--- src/rtl/switch_box_config_loader.sv ---
// Streams header + payload words into a chain of switch boxes: one one-hot
// config strobe per payload word, with the word broadcast on sb_config_data.
module switch_box_config_loader #(
    parameter int NUM_BOXES = 16,
    parameter int IDX_W     = 4
) (
    input  logic                 clk,
    input  logic                 rst,
    input  logic                 cfg_in_valid,
    output logic                 cfg_in_ready,
    input  logic [31:0]          cfg_in_data,
    output logic [NUM_BOXES-1:0] sb_config_en,
    output logic [31:0]          sb_config_data,
    output logic                 busy,
    output logic                 done,
    output logic                 err
);

    typedef enum logic [1:0] {
        IDLE = 2'd0,
        LOAD = 2'd1,
        ERR  = 2'd2,
        DONE = 2'd3
    } state_t;

    localparam logic [16:0] LIMIT = 17'(NUM_BOXES);

    state_t                 state_q, state_d;
    logic [IDX_W-1:0]       idx_q, idx_d;
    logic [15:0]            rem_q, rem_d;
    logic [NUM_BOXES-1:0]   en_q, en_d;
    logic [NUM_BOXES-1:0]   idx_onehot;
    logic [31:0]            data_q, data_d;
    logic                   err_q, err_d;
    logic                   accept;
    logic [15:0]            hdr_start, hdr_count;
    logic [16:0]            hdr_end;

    // Ready is a pure function of state so it never loops back through valid.
    assign cfg_in_ready = (state_q != DONE);
    assign accept       = cfg_in_valid && cfg_in_ready;

    assign hdr_start = cfg_in_data[15:0];
    assign hdr_count = cfg_in_data[31:16];
    assign hdr_end   = {1'b0, hdr_start} + {1'b0, hdr_count};

    generate
        for (genvar gi = 0; gi < NUM_BOXES; gi++) begin : g_onehot
            assign idx_onehot[gi] = (idx_q == IDX_W'(gi));
        end
    endgenerate

    always_comb begin
        state_d = state_q;
        idx_d   = idx_q;
        rem_d   = rem_q;
        en_d    = '0;
        data_d  = data_q;
        err_d   = err_q;
        case (state_q)
            IDLE: begin
                if (accept) begin
                    if (hdr_count == 16'd0) begin
                        state_d = DONE;
                    end else if (hdr_end > LIMIT) begin
                        state_d = ERR;
                        rem_d   = hdr_count;
                        err_d   = 1'b1;
                    end else begin
                        state_d = LOAD;
                        idx_d   = hdr_start[IDX_W-1:0];
                        rem_d   = hdr_count;
                        err_d   = 1'b0;
                    end
                end
            end
            LOAD: begin
                if (accept) begin
                    en_d   = idx_onehot;
                    data_d = cfg_in_data;
                    idx_d  = idx_q + 1'b1;
                    rem_d  = rem_q - 16'd1;
                    if (rem_q == 16'd1) begin
                        state_d = DONE;
                    end
                end
            end
            ERR: begin
                // Out-of-range transfer: swallow the payload without strobing.
                if (accept) begin
                    rem_d = rem_q - 16'd1;
                    if (rem_q == 16'd1) begin
                        state_d = DONE;
                    end
                end
            end
            DONE: begin
                state_d = IDLE;
            end
            default: begin
                state_d = IDLE;
            end
        endcase
    end

    always_ff @(posedge clk or posedge rst) begin
        if (rst) begin
            state_q <= IDLE;
            idx_q   <= '0;
            rem_q   <= '0;
            en_q    <= '0;
            data_q  <= '0;
            err_q   <= 1'b0;
        end else begin
            state_q <= state_d;
            idx_q   <= idx_d;
            rem_q   <= rem_d;
            en_q    <= en_d;
            data_q  <= data_d;
            err_q   <= err_d;
        end
    end

    assign sb_config_en   = en_q;
    assign sb_config_data = data_q;
    assign busy           = (state_q != IDLE);
    assign done           = (state_q == DONE);
    assign err            = err_q;

endmodule

--- config.mk ---
export PLATFORM = sky130hd
export DESIGN_NAME = switch_box_config_loader
export DESIGN_NICKNAME = d
export VERILOG_FILES = /design/src/rtl/switch_box_config_loader.sv
export SDC_FILE = /design/constraint.sdc
export NUM_CORES = 1
export LEC_CHECK = 0
export BUFFER_PORTS_ARGS = -buffer_cell sky130_fd_sc_hd__buf_2
export CAP_MARGIN = 25
export CORE_MARGIN = 8
export CORE_UTILIZATION = 31
export CTS_CLUSTER_SIZE = 25
export DETAILED_ROUTE_END_ITERATION = 7
export PLACE_DENSITY = 0.48
export SLEW_MARGIN = 20
export SYNTH_ARGS = -nofsm -noshare
export SYNTH_HDL_FRONTEND = slang
export SYNTH_SLANG_ARGS = --single-unit
--- constraint.sdc ---
create_clock -name clk -period 3.24 [get_ports clk]
set_clock_uncertainty 0.2 [all_clocks]
set_input_delay 0.162 -clock clk [delete_from_list [all_inputs] [get_ports clk]]
set_output_delay 0.162 -clock clk [all_outputs]
set_load 0.01 [all_outputs]
* After elaboration in Yosys (flattened, before gate mapping) *
Index checks and enable logic that the tools add are counted.

storage, ports and cells
  register bits after elaboration = 71
  input bits = 35
  output and inout bits = 52

cells by class
  order comparisons = 1
  $add $sub $neg = 3
  multiplexer cells = 18
  bitwise logic cells = 1
  reduce and logical (&&, ||, !) cells = 13
  equality and inequality tests = 26

operator list
  operator               number
  $mux 16                5
  $eq 4x4->1 const B     8
  $pmux 16 s2            1
  $add 16x16->17         1
  $gt 17x5->1 const B    1
  $eq 16x1->1 const B    1
  $eq 4x3->1 const B     4
  $logic_not 16->1       1
  $mux 4                 4
  $sub 16x1->16 const B  1
  $mux 2                 5
  $ne 2x2->1 const B     5
  $eq 4x2->1 const B     2
  $pmux 4 s2             1
  $pmux 2 s3             1
  $reduce_and 3->1       2
  $reduce_bool 2->1      3
  $reduce_and 5->1       1
  $add 4x1->4 const B    1
  $eq 2x2->1 const B     2
  $eq 4x1->1 const B     1
  $logic_not 4->1        1
  $ne 2x1->1 const B     2
  $reduce_and 4->1       1
  other kinds (7)        7

* Logic depth before layout (Yosys ltp) *
Gate-level depths: netlist of the first run.

  depth in word-level cells = 6
  mapped depth = 11
  gate-level depth less buffers = 11

* Least setup slack after synthesis of the first run *
OpenSTA, ideal clock, no wires.

  path kind = input to register
  from = input cfg_in_data[0]
  to = register idx_q[2]
  buffers on the path = 0
  data arrival time = 2413 ps
  cell stages on the path = 11
  path slack = 503 ps
  data required time = 2916 ps
  cells stage by stage = ha_1 > fa_1 > a211oi_2 > o211ai_1 > nand2_1 > a21oi_1 > a2111oi_2 > nand4_1 > o41ai_4 > and2_1 > a21oi_1

on the way
  word-level cells in the longest chain between the ends = 4

RTL lines
  element                     RTL line  RTL
  start: declaration          11        input logic [31:0] cfg_in_data,
  $add 16x16->17              45        assign hdr_end = {1'b0, hdr_start} + {1'b0, hdr_count};
  $gt 17x5->1                 65        end else if (hdr_end > LIMIT) begin
  $ne 2x2->1 (no line)        --
  $reduce_and 5->1 (no line)  --
  end signal: assignment      116       idx_q <= idx_d;
  end: declaration            29        logic [IDX_W-1:0] idx_q, idx_d;

Every way passes these cells.
A chain may end at the register's enable or synchronous reset.

* Worst setup path in the final report of the first run *
  from = input cfg_in_data[21]
  to = register idx_q[1]

on the way
  word-level cells in the longest chain between the ends = 4
  elaborated cells on any way between the ends = 6
  those cells by class = 1 x add/sub; 1 x order compare; 2 x eq/ne; 2 x reduce/logical

RTL lines
  element                       RTL line
  $add 16x16->17                45
  $gt 17x5->1                   65
  $ne 2x2->1 (no line)          --
  $reduce_and 5->1 (no line) *  --

Every way passes the cells marked *; elsewhere a longest branch is shown, timed or not.

==> impl_summary.txt, run 1 <==
----------------------------------------------------
[STA]
  Post-route clock period utilization ... 0.962
  Max-slew violation count ... 0
  Transition time at the pin with the least slew margin ... 0.822 ns
  Total negative slack ... 0 ns
  Tmin final ... 3.12 ns
  Relative slew slack ... 0.451
  Final hold violations ... 0
  Final setup vio count ... 0
  Slack of the critical path ... 0.124 ns
  Highest Clock Rate ... 321 MHz
  Worst hold slack ... 0.0306 ns

[Logic synthesis]
  Compound-Gate Fraction of Synth Area ... 0.201
  Multiplexer area fraction after synthesis ... 0.00240
  Synthesized netlist cell count ... 484
  Share of synthesized area occupied by flip-flops and latches ... 0.426
  Most frequently used flop master after synthesis ... sky130_fd_sc_hd__dfrtp_1
  Combinational family with the most area after synthesis ... simple AND/OR/NAND/NOR gates
  Cell area after synthesis ... 0.00417 mm^2
  Ranking of synthesized cells by area ... sky130_fd_sc_hd__dfrtp_1 (43%), sky130_fd_sc_hd__nand2_1 (11%), sky130_fd_sc_hd__ha_1 (7.8%)
  Syn Nets ... 546
  Fraction of the mapped netlist area in adder cells ... 0.0829
  Yosys synthesis warning count ... 0
  Synth cell types ... 59
  Simple-gate area share of the yosys netlist ... 0.234
  Most common library cells after synthesis ... sky130_fd_sc_hd__nand2_1 (122), sky130_fd_sc_hd__dfrtp_1 (71), sky130_fd_sc_hd__a21oi_1 (31), sky130_fd_sc_hd__nor2_1 (31), sky130_fd_sc_hd__ha_1 (26)
  Area share of the largest cell type after synthesis ... 0.426
  Area leader, netlist ... sky130_fd_sc_hd__dfrtp_1
  Number of synthesized flops with an enable pin ... 0
  Number of register bits inferred by synthesis ... 71
  Share of async-settable or async-resettable flops after synthesis ... 1.00
  Mean area per synthesized cell ... 8.61 um^2
  Most common cell in the netlist ... sky130_fd_sc_hd__nand2_1
  XOR/XNOR Fraction of Synth Area ... 0.0147

[Layout]
  Non-filler cells in the finished layout ... 782
  Filler Cell Count ... 1317
  Area taken by flip-flops and latches ... 0.00178 mm^2
  Final #Nets ... 663
  Layout overhead on the synthesized area ... 34.2%
  Area used by multi-input combinational logic ... 0.00238 mm^2
  Antenna diodes ... 0
  Layout cell share with drive strength beyond 1 ... 0.248

[Worst setup path]
  Crit path capture type ... flop
  Crit Path Category ... input pin to flop
  Combined buffer and inverter count along the critical path ... 2
  Worst endpoint required time ... 3.25 ns
  Worst-path cell with the longest stage delay ... sky130_fd_sc_hd__dlygate4sd3_1
  Crit path arrival time ... 3.12 ns
  Startpoint Class ... input pin
  Worst Path Max Fanout ... 5
  Critical Path Max Stage Delay ... 0.54 ns
  Top delay family on crit path ... compound AO/OA/AOI/OAI gates
  Critical-path cell list ... dlygate4sd3_1 > buf_4 > ha_4 > o211ai_1 > o21ai_2 > a21boi_2 > a2111oi_2 > nand4_1 > o41ai_4 > and2_4 > a21oi_1

[Die]
  Core ar. ... 0.0132 mm^2
  Height of the die ... 132 um
  Overall die area ... 0.0174 mm^2
  Initial cell density of the core ... 0.316
  Number of placement rows ... 42
  Die boundary width ... 132 um
  Boundary Pins ... 87

[Placed design]
  Final estimated routing congestion in global placement ... 0.831
  Port bufs ... 86
  Worst setup timing slack at the placement stage ... 0.0494 ns
  Half-perimeter wire length of the detailed placement result ... 9.76 mm
  Placed cell count ... 737

[Detailed routing]
  Top routing layer in use ... met4
  Wire per inst ... 17.0 um
  Total length of routed wires ... 13.3 mm
  Number of iterations in the first detailed-routing pass ... 4
  ANT nets after route ... 0
  DRC ... 0
  Routed met3 length ... 492 um
  Met1 Routed Length ... 5.98 mm
  Routed wl met2 ... 6.54 mm
  Via/cell ratio ... 5.13
  Drt initial violations ... 232
  Total via count in the routed design ... 4010

[Job]
  Number of max-cap violations ... 0

[Clock tree]
  Maximum buffer depth of the clock tree ... 2
  Clock insertion delay at the later pin of the skew report ... 0.33 ns
  Total clock buffers created by CTS ... 9
  Clock Root Buffer ... sky130_fd_sc_hd__clkbuf_16
  Register clock-pin slew on the reported worst setup and hold paths ... 0.06 ns
  # clock sinks ... 71
  Clock tree from TritonCTS ... built
  Number of H-tree branching levels ... 3

[Pwr]
  Power density cells ... 789 mW/mm^2
  Largest voltage drop on the vdd net ... 0.337 mV
  Leakage component of the power ... 2.69 nW

[GRT]
  Via count of the first global-routing pass ... 3937
  Global-route wire length before repair ... 21.6 mm
  Global routing usage summed across all routing layers ... 0.153
  Maximum number of pins on one net before global-route repair ... 38
  GR Overflow Total ... 0
  Number of antenna violations at the first check in global routing ... 0

[Outcome]
  Status ... completed

[Worst hold path]
  HP Class ... input pin to flop

----------------------------------------------------
-- tightest hold or removal path: stages --
cell                       delay (ns)
sky130_fd_sc_hd__buf_2           0.18
sky130_fd_sc_hd__o211ai_1        0.10
sky130_fd_sc_hd__o21ai_0         0.08
-- cells in the final DEF, fill, tap and decap left out, types with 4 or more instances in the layout --
cell type	count
sky130_fd_sc_hd__nand2_1	122
sky130_fd_sc_hd__nand3_1	18
sky130_fd_sc_hd__o22ai_1	15
sky130_fd_sc_hd__buf_4	15
sky130_fd_sc_hd__ha_4	8
sky130_fd_sc_hd__inv_1	15
sky130_fd_sc_hd__a21oi_2	4
sky130_fd_sc_hd__nand2b_1	4
sky130_fd_sc_hd__nand4_1	6
sky130_fd_sc_hd__nor4_1	5
sky130_fd_sc_hd__nor2_1	30
sky130_fd_sc_hd__ha_1	16
sky130_fd_sc_hd__a21o_1	9
sky130_fd_sc_hd__nor3_1	14
sky130_fd_sc_hd__clkbuf_16	9
sky130_fd_sc_hd__o211ai_1	7
sky130_fd_sc_hd__o21ai_0	20
sky130_fd_sc_hd__dfrtp_1	71
sky130_fd_sc_hd__xor2_1	4
sky130_fd_sc_hd__dlygate4sd3_1	27
sky130_fd_sc_hd__a21oi_1	28
sky130_fd_sc_hd__a31oi_1	4
sky130_fd_sc_hd__buf_2	82
-- repair_timing --
action / in CTS / in global routing
setup buffers: 0 / 2
endpoints found under the setup margin: 0 / 7
hold buffers: 29 / 0
resized for setup: 0 / 31
endpoints found under the hold margin: 69 / 0
-- stage by stage --
stage	area, um^2	total power, mW	util
floorplan	4170	2.71	-
global placement	4830	3.32	0.366
detailed placement	4830	3.35	0.366
CTS	5430	4.41	0.412
global route	5590	4.78	0.424
finish	5590	4.41	0.424
-- cells by family after synthesis --
logic type / after synthesis
DFF: 71
and+or+nand+nor: 219
muxes: 1
buffers and inverters: 38
adders and majority gates: 27
AOI/OAI and AO/OA: 121
xor gates and xnor gates: 7
-- registers in the layout, summed over array words and instances (netlist names) --
name / cells
idx_q: 4
rem_q: 16
sb_config_en: 16
sb_config_data: 32
state_q: 2
err: 1
-- power by group --
group / switching [mW] / internal, mW / leakage (nW)
registers: 0.290 / 1.22 / 0.905
logic: 1.14 / 0.753 / 1.64
clock network: 0.391 / 0.619 / 0.145
total: 1.82 / 2.59 / 2.69
-- layout make-up --
type	count	area share
sequential	71	0.318
inverter	16	0.0107
timing repair buffer	128	0.151
multi-input combinational	375	0.426
clock inverter	6	0.0121
clock buffer	10	0.0427
tap	176	0.0394
-- final timing paths --
path | start | endpoint | slack (ns) | depth (start not counted)
setup / recovery | cfg_in_data[21] | idx_q[1] | 0.12 | 11
hold / removal | cfg_in_data[17] | rem_q[1] | 0.03 | 3
setup reg to reg | rem_q[0] | rem_q[14] | 0.47 | 11
hold reg to reg | sb_config_data[16] | sb_config_data[16] | 0.27 | 2
max in group asynchronous | rst | idx_q[0] | 1.82 | 4
min in group asynchronous | rst | rem_q[4] | 0.33 | 3
-- per-layer routing --
| layer | track usage | up-vias |
|---|---|---|
| met5 | 0 | - |
| met4 | 0.0517 | 0 |
| met3 | 0.0320 | 13 |
| met2 | 0.253 | 95 |
| met1 | 0.194 | 1957 |
| li1 | - | 1945 |
Power figures use the tool's default switching activity.
==> inputs of run 2 (changes only) <==
--- a/config.mk
+++ b/config.mk
@@ -9,9 +9,12 @@
 export CAP_MARGIN = 25
 export CORE_MARGIN = 8
 export CORE_UTILIZATION = 31
+export CTS_BUF_LIST = sky130_fd_sc_hd__clkbuf_16
+export CTS_CLUSTER_DIAMETER = 120
 export CTS_CLUSTER_SIZE = 25
 export DETAILED_ROUTE_END_ITERATION = 7
 export PLACE_DENSITY = 0.48
+export RECOVER_POWER = 25
 export SLEW_MARGIN = 20
 export SYNTH_ARGS = -nofsm -noshare
 export SYNTH_HDL_FRONTEND = slang
==> impl_summary.txt, run 2 (same netlist as run 1, synthesis figures left out) <==
----------------------------------------------------
[Die]
  Initial cell density of the core ... 0.316 (unchanged)
  Core ar. ... 0.0132 mm^2 (unchanged)
  Number of placement rows ... 42 (unchanged)
  Boundary Pins ... 87 (unchanged)
  Die boundary width ... 132 um (unchanged)
  Overall die area ... 0.0174 mm^2 (unchanged)
  Height of the die ... 132 um (unchanged)

[Detailed routing]
  Via/cell ratio ... 5.10 (was 5.13)
  Number of iterations in the first detailed-routing pass ... 5 (was 4)
  Wire per inst ... 17.0 um (about the same)
  DRC ... 0 (unchanged)
  Drt initial violations ... 258 (was 232)
  Total via count in the routed design ... 3988 (was 4010)
  ANT nets after route ... 0 (unchanged)
  Total length of routed wires ... 13.3 mm (about the same)

[STA]
  Slack of the critical path ... 0.122 ns (was 0.124 ns)
  Highest Clock Rate ... 321 MHz (about the same)
  Post-route clock period utilization ... 0.962 (about the same)
  Relative slew slack ... 0.455 (was 0.451)
  Max-slew violation count ... 0 (unchanged)
  Transition time at the pin with the least slew margin ... 0.817 ns (was 0.822 ns)
  Final setup vio count ... 0 (unchanged)
  Total negative slack ... 0 ns (unchanged)
  Tmin final ... 3.12 ns (about the same)
  Final hold violations ... 0 (unchanged)

[Pwr]
  Largest voltage drop on the vdd net ... 0.336 mV (was 0.337 mV)
  Power density cells ... 786 mW/mm^2 (was 789 mW/mm^2)
  Leakage component of the power ... 2.51 nW (was 2.69 nW)
  Total power after layout ... 4.34 mW (was 4.41 mW)

[Clock tree]
  Clock tree from TritonCTS ... built (unchanged)
  Total clock buffers created by CTS ... 9 (unchanged)
  Register clock-pin slew on the reported worst setup and hold paths ... 0.06 ns (about the same)
  Maximum buffer depth of the clock tree ... 2 (unchanged)
  Clock Root Buffer ... sky130_fd_sc_hd__clkbuf_16 (unchanged)
  Clock insertion delay at the later pin of the skew report ... 0.33 ns (about the same)
  # clock sinks ... 71 (unchanged)
  Number of H-tree branching levels ... 3 (unchanged)

[Layout]
  Post-Layout Inst Area ... 0.00552 mm^2 (was 0.00559 mm^2)
  Layout overhead on the synthesized area ... 32.5% (was 34.2%)
  Final #Nets ... 663 (unchanged)
  Most common library cell in the layout ignoring fill and taps ... sky130_fd_sc_hd__nand2_1 (unchanged)
  Commonest cells after routing, fill and taps aside ... sky130_fd_sc_hd__nand2_1 (122), sky130_fd_sc_hd__dfrtp_1 (71), sky130_fd_sc_hd__clkbuf_1 (48), sky130_fd_sc_hd__buf_2 (34), sky130_fd_sc_hd__nor2_1 (30) (was sky130_fd_sc_hd__nand2_1 (122), sky130_fd_sc_hd__buf_2 (82), sky130_fd_sc_hd__dfrtp_1 (71), sky130_fd_sc_hd__nor2_1 (30), sky130_fd_sc_hd__a21oi_1 (28))
  Layout cell share with drive strength beyond 1 ... 0.167 (was 0.248)
  Number of flip-flops under the largest register name ... 32 (unchanged)
  Antenna diodes ... 0 (unchanged)

[Worst setup path]
  Flop-to-flop setup slack ... 0.47 ns (about the same)
  Combined buffer and inverter count along the critical path ... 2 (unchanged)
  Launching element of the worst setup path ... cfg_in_data[21] (unchanged)
  Worst-path cell with the longest stage delay ... sky130_fd_sc_hd__dlygate4sd3_1 (unchanged)
  Critical-path cell list ... dlygate4sd3_1 > buf_4 > ha_4 > o211ai_1 > o21ai_2 > a21boi_2 > a2111oi_2 > nand4_1 > o41ai_4 > and2_4 > a21oi_1 (unchanged)
  Top delay family on crit path ... compound AO/OA/AOI/OAI gates (unchanged)
  FF-to-FF End ... rem_q[14] (unchanged)
  Crit Path Category ... input pin to flop (unchanged)
  Crit path arrival time ... 3.13 ns (was 3.12 ns)
  Crit path capture type ... flop (unchanged)
  Timing endpoint of the critical path ... idx_q[3] (was idx_q[1])
  Length in cells of the worst reg-to-reg path ... 11 (unchanged)
  Worst Path Max Fanout ... 5 (unchanged)
  Stages on the worst setup path ... 11 (unchanged)
  Worst endpoint required time ... 3.25 ns (about the same)
  Critical Path Max Stage Delay ... 0.54 ns (about the same)
  Reg2Reg Launch Point ... rem_q[0] (unchanged)
  Startpoint Class ... input pin (unchanged)

[Placed design]
  Placed standard-cell area ... 0.00483 mm^2 (unchanged)
  Port bufs ... 86 (unchanged)
  Final estimated routing congestion in global placement ... 0.831 (unchanged)
  Worst setup timing slack at the placement stage ... 0.0494 ns (unchanged)
  Half-perimeter wire length of the detailed placement result ... 9.76 mm (unchanged)

[Job]
  Number of max-cap violations ... 0 (unchanged)

[GRT]
  Maximum number of pins on one net before global-route repair ... 38 (unchanged)
  Global routing usage summed across all routing layers ... 0.153 (unchanged)
  Via count of the first global-routing pass ... 3937 (unchanged)
  Global routing met1 resource utilization ... 0.194 (unchanged)
  GR Overflow Total ... 0 (unchanged)
  Global-route layer with the greatest usage ... met2 (unchanged)
  Global-route wire length before repair ... 21.6 mm (unchanged)
  Number of antenna violations at the first check in global routing ... 0 (unchanged)
  Met2 usage in global routing ... 0.253 (unchanged)
  GRT met3 Usage ... 0.0320 (unchanged)

[Worst hold path]
  HP Class ... input pin to flop (unchanged)
  Cell depth of the worst hold path ... 3 (unchanged)

[Outcome]
  Status ... completed (unchanged)

----------------------------------------------------
## run 2: stage by stage
step                      utilization  instances  hold slack, ns
after floorplan                     -        484          0.0674
after global placement          0.366        737           0.169
after detailed placement        0.366        737           0.171
after CTS                       0.411        782          0.0164
after global routing            0.419        782          0.0313
final                           0.419        782          0.0266
## run 2: how the worst min path moves through the flow
stage | start | slack [ns] | end
after floorplan | cfg_in_data[0] | 0.07 | sb_config_data[0]
after global routing | cfg_in_data[17] | 0.03 | rem_q[1]
after CTS | cfg_in_data[17] | 0.02 | rem_q[1]
final | cfg_in_data[17] | 0.03 | rem_q[1]
after global placement | rst | 0.17 | rem_q[4]
after detailed placement | rst | 0.17 | rem_q[4]
## run 2: power breakdown
| group | internal, mW | switching [mW] | leakage, nW |
|---|---|---|---|
| logic | 0.703 | 1.13 | 1.46 |
| registers | 1.22 | 0.298 | 0.905 |
| clock network | 0.596 | 0.390 | 0.139 |
## run 2: layout make-up
cell class              instances  area (um^2)
clock buffers                   9          225
clock inverters                 7         71.3
fillers                      1340         7670
inverters                      16         60.1
multi-input cells             375         2380
flip-flops and latches         71         1780
well taps                     176          220
repair buffers                128          786
## run 2: layer usage
metal	vias to the layer above	share of wire
li1	1945	-
met1	1935	0.46
met2	96	0.49
met3	12	0.034
met4	0	0.018
met5	-	0
## run 2: timing repair
item                                    4_1_cts  5_1_grt
endpoints found under the setup margin        0        7
hold buffers                                 29        0
endpoints found under the hold margin        69        0
buffers inserted                              0        2
resized for setup                             0       31
## run 2: worst reg2reg max path, cell delays in order, from the launching register on
cell and delay, ns:
sky130_fd_sc_hd__dfrtp_1 0.41, sky130_fd_sc_hd__inv_1 0.09, sky130_fd_sc_hd__ha_1 0.19, sky130_fd_sc_hd__nand2b_1 0.10, sky130_fd_sc_hd__nor4_2 0.25, sky130_fd_sc_hd__nor3b_1 0.35
sky130_fd_sc_hd__nor3b_2 0.27, sky130_fd_sc_hd__nor3b_2 0.25, sky130_fd_sc_hd__nor3b_1 0.26, sky130_fd_sc_hd__nand3_1 0.10, sky130_fd_sc_hd__o21ai_0 0.09, sky130_fd_sc_hd__a21oi_1 0.08
==> inputs of run 3 (changes only) <==
==> constraint.sdc (replaced) <==
create_clock -name clk -period 4 [get_ports clk]
set_clock_uncertainty 0.2 [all_clocks]
set_input_delay 0.2 -clock clk [delete_from_list [all_inputs] [get_ports clk]]
set_output_delay 0.2 -clock clk [all_outputs]
set_load 0.01 [all_outputs]
==> impl_summary.txt, run 3 (same netlist as run 1, synthesis figures left out) <==
----------------------------------------------------
[Worst setup path]
  Worst endpoint required time ... 4.01 ns (was 3.25 ns)
  Worst Path Max Fanout ... 5 (unchanged)
  Startpoint Class ... input pin (unchanged)
  Crit path arrival time ... 3.51 ns (was 3.13 ns)
  Reg2Reg Launch Point ... rem_q[0] (unchanged)
  Combined buffer and inverter count along the critical path ... 2 (unchanged)
  Critical Path Max Stage Delay ... 0.55 ns (was 0.54 ns)
  Critical path's most frequent cell ... sky130_fd_sc_hd__a21oi_1
  Crit Path Category ... input pin to flop (unchanged)
  Critical-path cell list ... dlygate4sd3_1 > buf_2 > ha_1 > fa_1 > a211oi_2 > o211ai_1 > nand2_1 > a21oi_1 > a2111oi_2 > nand4_1 > o41ai_4 > and2_1 > a21oi_1 (was dlygate4sd3_1 > buf_4 > ha_4 > o211ai_1 > o21ai_2 > a21boi_2 > a2111oi_2 > nand4_1 > o41ai_4 > and2_4 > a21oi_1)
  Crit path capture type ... flop (unchanged)
  Top delay family on crit path ... compound AO/OA/AOI/OAI gates (unchanged)
  Launching element of the worst setup path ... cfg_in_data[0] (was cfg_in_data[21])
  Worst-path cell with the longest stage delay ... sky130_fd_sc_hd__dlygate4sd3_1 (unchanged)

[STA]
  Final setup vio count ... 0 (unchanged)
  Transition time at the pin with the least slew margin ... 0.809 ns (was 0.817 ns)
  Highest Clock Rate ... 285 MHz
  Worst hold slack ... 0.00108 ns (was 0.0266 ns)
  Slack of the critical path ... 0.491 ns (was 0.122 ns)
  Max-slew violation count ... 0 (unchanged)
  Relative slew slack ... 0.460 (was 0.455)
  Post-route clock period utilization ... 0.877
  Final hold violations ... 0 (unchanged)
  Unrepaired setup endpoints after global routing ... false
  Tmin final ... 3.51 ns
  Total negative slack ... 0 ns (unchanged)

[Detailed routing]
  DRC ... 0 (unchanged)
  Wire per inst ... 16.5 um (was 17.0 um)
  Via/cell ratio ... 4.99 (was 5.10)
  Total via count in the routed design ... 3870 (was 3988)
  Number of iterations in the first detailed-routing pass ... 4 (was 5)
  Total length of routed wires ... 12.8 mm (was 13.3 mm)
  ANT nets after route ... 0 (unchanged)
  Drt initial violations ... 322 (was 258)

[Die]
  Height of the die ... 132 um (unchanged)
  Die boundary width ... 132 um (unchanged)
  Overall die area ... 0.0174 mm^2 (unchanged)
  Boundary Pins ... 87 (unchanged)
  Core ar. ... 0.0132 mm^2 (unchanged)
  Initial cell density of the core ... 0.316 (unchanged)
  Number of placement rows ... 42 (unchanged)

[Pwr]
  Leakage component of the power ... 2.44 nW (was 2.51 nW)
  Total power after layout ... 3.51 mW (was 4.34 mW)
  Largest voltage drop on the vdd net ... 0.237 mV (was 0.336 mV)
  Power density cells ... 659 mW/mm^2 (was 786 mW/mm^2)

[GRT]
  Global routing usage summed across all routing layers ... 0.147 (was 0.153)
  GR Overflow Total ... 0 (unchanged)
  Global-route wire length before repair ... 20.7 mm (was 21.6 mm)
  Maximum number of pins on one net before global-route repair ... 39 (was 38)
  Number of antenna violations at the first check in global routing ... 0 (unchanged)
  Via count of the first global-routing pass ... 3912 (was 3937)

[Placed design]
  Worst setup timing slack at the placement stage ... 0.762 ns (was 0.0494 ns)
  Half-perimeter wire length of the detailed placement result ... 9.49 mm (was 9.76 mm)
  Placed cell count ... 728 (was 737)
  Final estimated routing congestion in global placement ... 0.839 (was 0.831)
  Port bufs ... 86 (unchanged)

[Layout]
  Filler Cell Count ... 1353 (was 1340)
  Most common library cell in the layout ignoring fill and taps ... sky130_fd_sc_hd__nand2_1 (unchanged)
  Antenna diodes ... 0 (unchanged)
  Number of flip-flops under the largest register name ... 32 (unchanged)
  Layout cell share with drive strength beyond 1 ... 0.122 (was 0.167)
  Final #Nets ... 656 (was 663)
  Non-filler cells in the finished layout ... 775 (was 782)
  Commonest cells after routing, fill and taps aside ... sky130_fd_sc_hd__nand2_1 (122), sky130_fd_sc_hd__dfrtp_1 (71), sky130_fd_sc_hd__clkbuf_1 (48), sky130_fd_sc_hd__buf_2 (38) (was sky130_fd_sc_hd__nand2_1 (122), sky130_fd_sc_hd__dfrtp_1 (71), sky130_fd_sc_hd__clkbuf_1 (48), sky130_fd_sc_hd__buf_2 (34), sky130_fd_sc_hd__nor2_1 (30))
  Layout overhead on the synthesized area ... 27.7% (was 32.5%)

[Clock tree]
  Quantity of gates resized following cts ... 0 (unchanged)
  Total clock buffers created by CTS ... 9 (unchanged)
  Clock insertion delay at the later pin of the skew report ... 0.33 ns (about the same)
  Clock Root Buffer ... sky130_fd_sc_hd__clkbuf_16 (unchanged)
  # clock sinks ... 71 (unchanged)
  Register clock-pin slew on the reported worst setup and hold paths ... 0.06 ns (about the same)
  Clock tree from TritonCTS ... built (unchanged)
  Number of H-tree branching levels ... 3 (unchanged)
  Maximum buffer depth of the clock tree ... 2 (unchanged)
  Count of buffers added by post-CTS timing repair for setup ... 0 (unchanged)

[Job]
  Number of max-cap violations ... 0 (unchanged)

[Worst hold path]
  Startpoint of the worst hold path ... cfg_in_data[17] (unchanged)
  HP Class ... input pin to flop (unchanged)

[Outcome]
  Status ... completed (unchanged)

----------------------------------------------------
run 3: cell types whose count changed in the layout (fill, tap and decap cells not counted), moves of 2 or more:
cell                             previous run  this run
sky130_fd_sc_hd__dlymetal6s4s_1             2         0
sky130_fd_sc_hd__ha_2                       2         0
sky130_fd_sc_hd__a21oi_1                   28        31
sky130_fd_sc_hd__buf_2                     34        38
sky130_fd_sc_hd__a21oi_2                    4         2
sky130_fd_sc_hd__dlygate4sd3_1             27        31
sky130_fd_sc_hd__buf_4                     15         4
sky130_fd_sc_hd__ha_1                      16        26
sky130_fd_sc_hd__ha_4                       8         0
run 3: cell type report:
cell class                      count  area [um^2]  share of cell area
Tap cell                          176          220              0.0414
Sequential cell                    71         1780               0.334
Multi-Input combinational cell    375         2230               0.420
Clock buffer                        9          225              0.0423
Inverter                           16         60.1              0.0113
Clock inverter                      7         93.8              0.0176
Timing Repair Buffer              121          711               0.134
run 3: repair_timing:
item                       4_1_cts  5_1_grt
hold endpoints to repair        68        0
setup endpoints to repair        0        0
hold buffers                    31        0
run 3: routing by layer:
layer	vias up	track usage	wire (um)
met5	-	0	0
met4	0	0.0498	145
met3	8	0.0305	434
met2	59	0.246	6360
met1	1870	0.184	5840
li1	1933	-	-
run 3: through the flow:
stage / area, um^2 / util
finish: 5320 / 0.403
global route: 5320 / 0.403
CTS: 5380 / 0.408
detailed placement: 4750 / 0.360
global placement: 4750 / 0.360
floorplan: 4170 / -
run 3: final timing paths:
check	endpoint	slack, ns	cells after the start
setup reg to reg	rem_q[14]	1.12	11
hold / removal	sb_config_data[17]	0.001	3
setup / recovery	idx_q[2]	0.49	13
hold reg to reg	sb_config_data[22]	0.27	2
min in group asynchronous	sb_config_data[30]	0.38	3
max in group asynchronous	sb_config_data[15]	2.28	4
run 3: tightest hold or removal path: stages:
cell and delay [ns]:
sky130_fd_sc_hd__buf_2 0.17, sky130_fd_sc_hd__nand2_1 0.08, sky130_fd_sc_hd__nand2_1 0.04
run 3: where the power goes:
part	internal (mW)	total, mW	switching, mW	leakage, nW
registers	0.989	1.22	0.233	0.905
logic	0.529	1.43	0.899	1.38
clock network	0.547	0.856	0.309	0.154
total	2.06	3.51	1.44	2.44
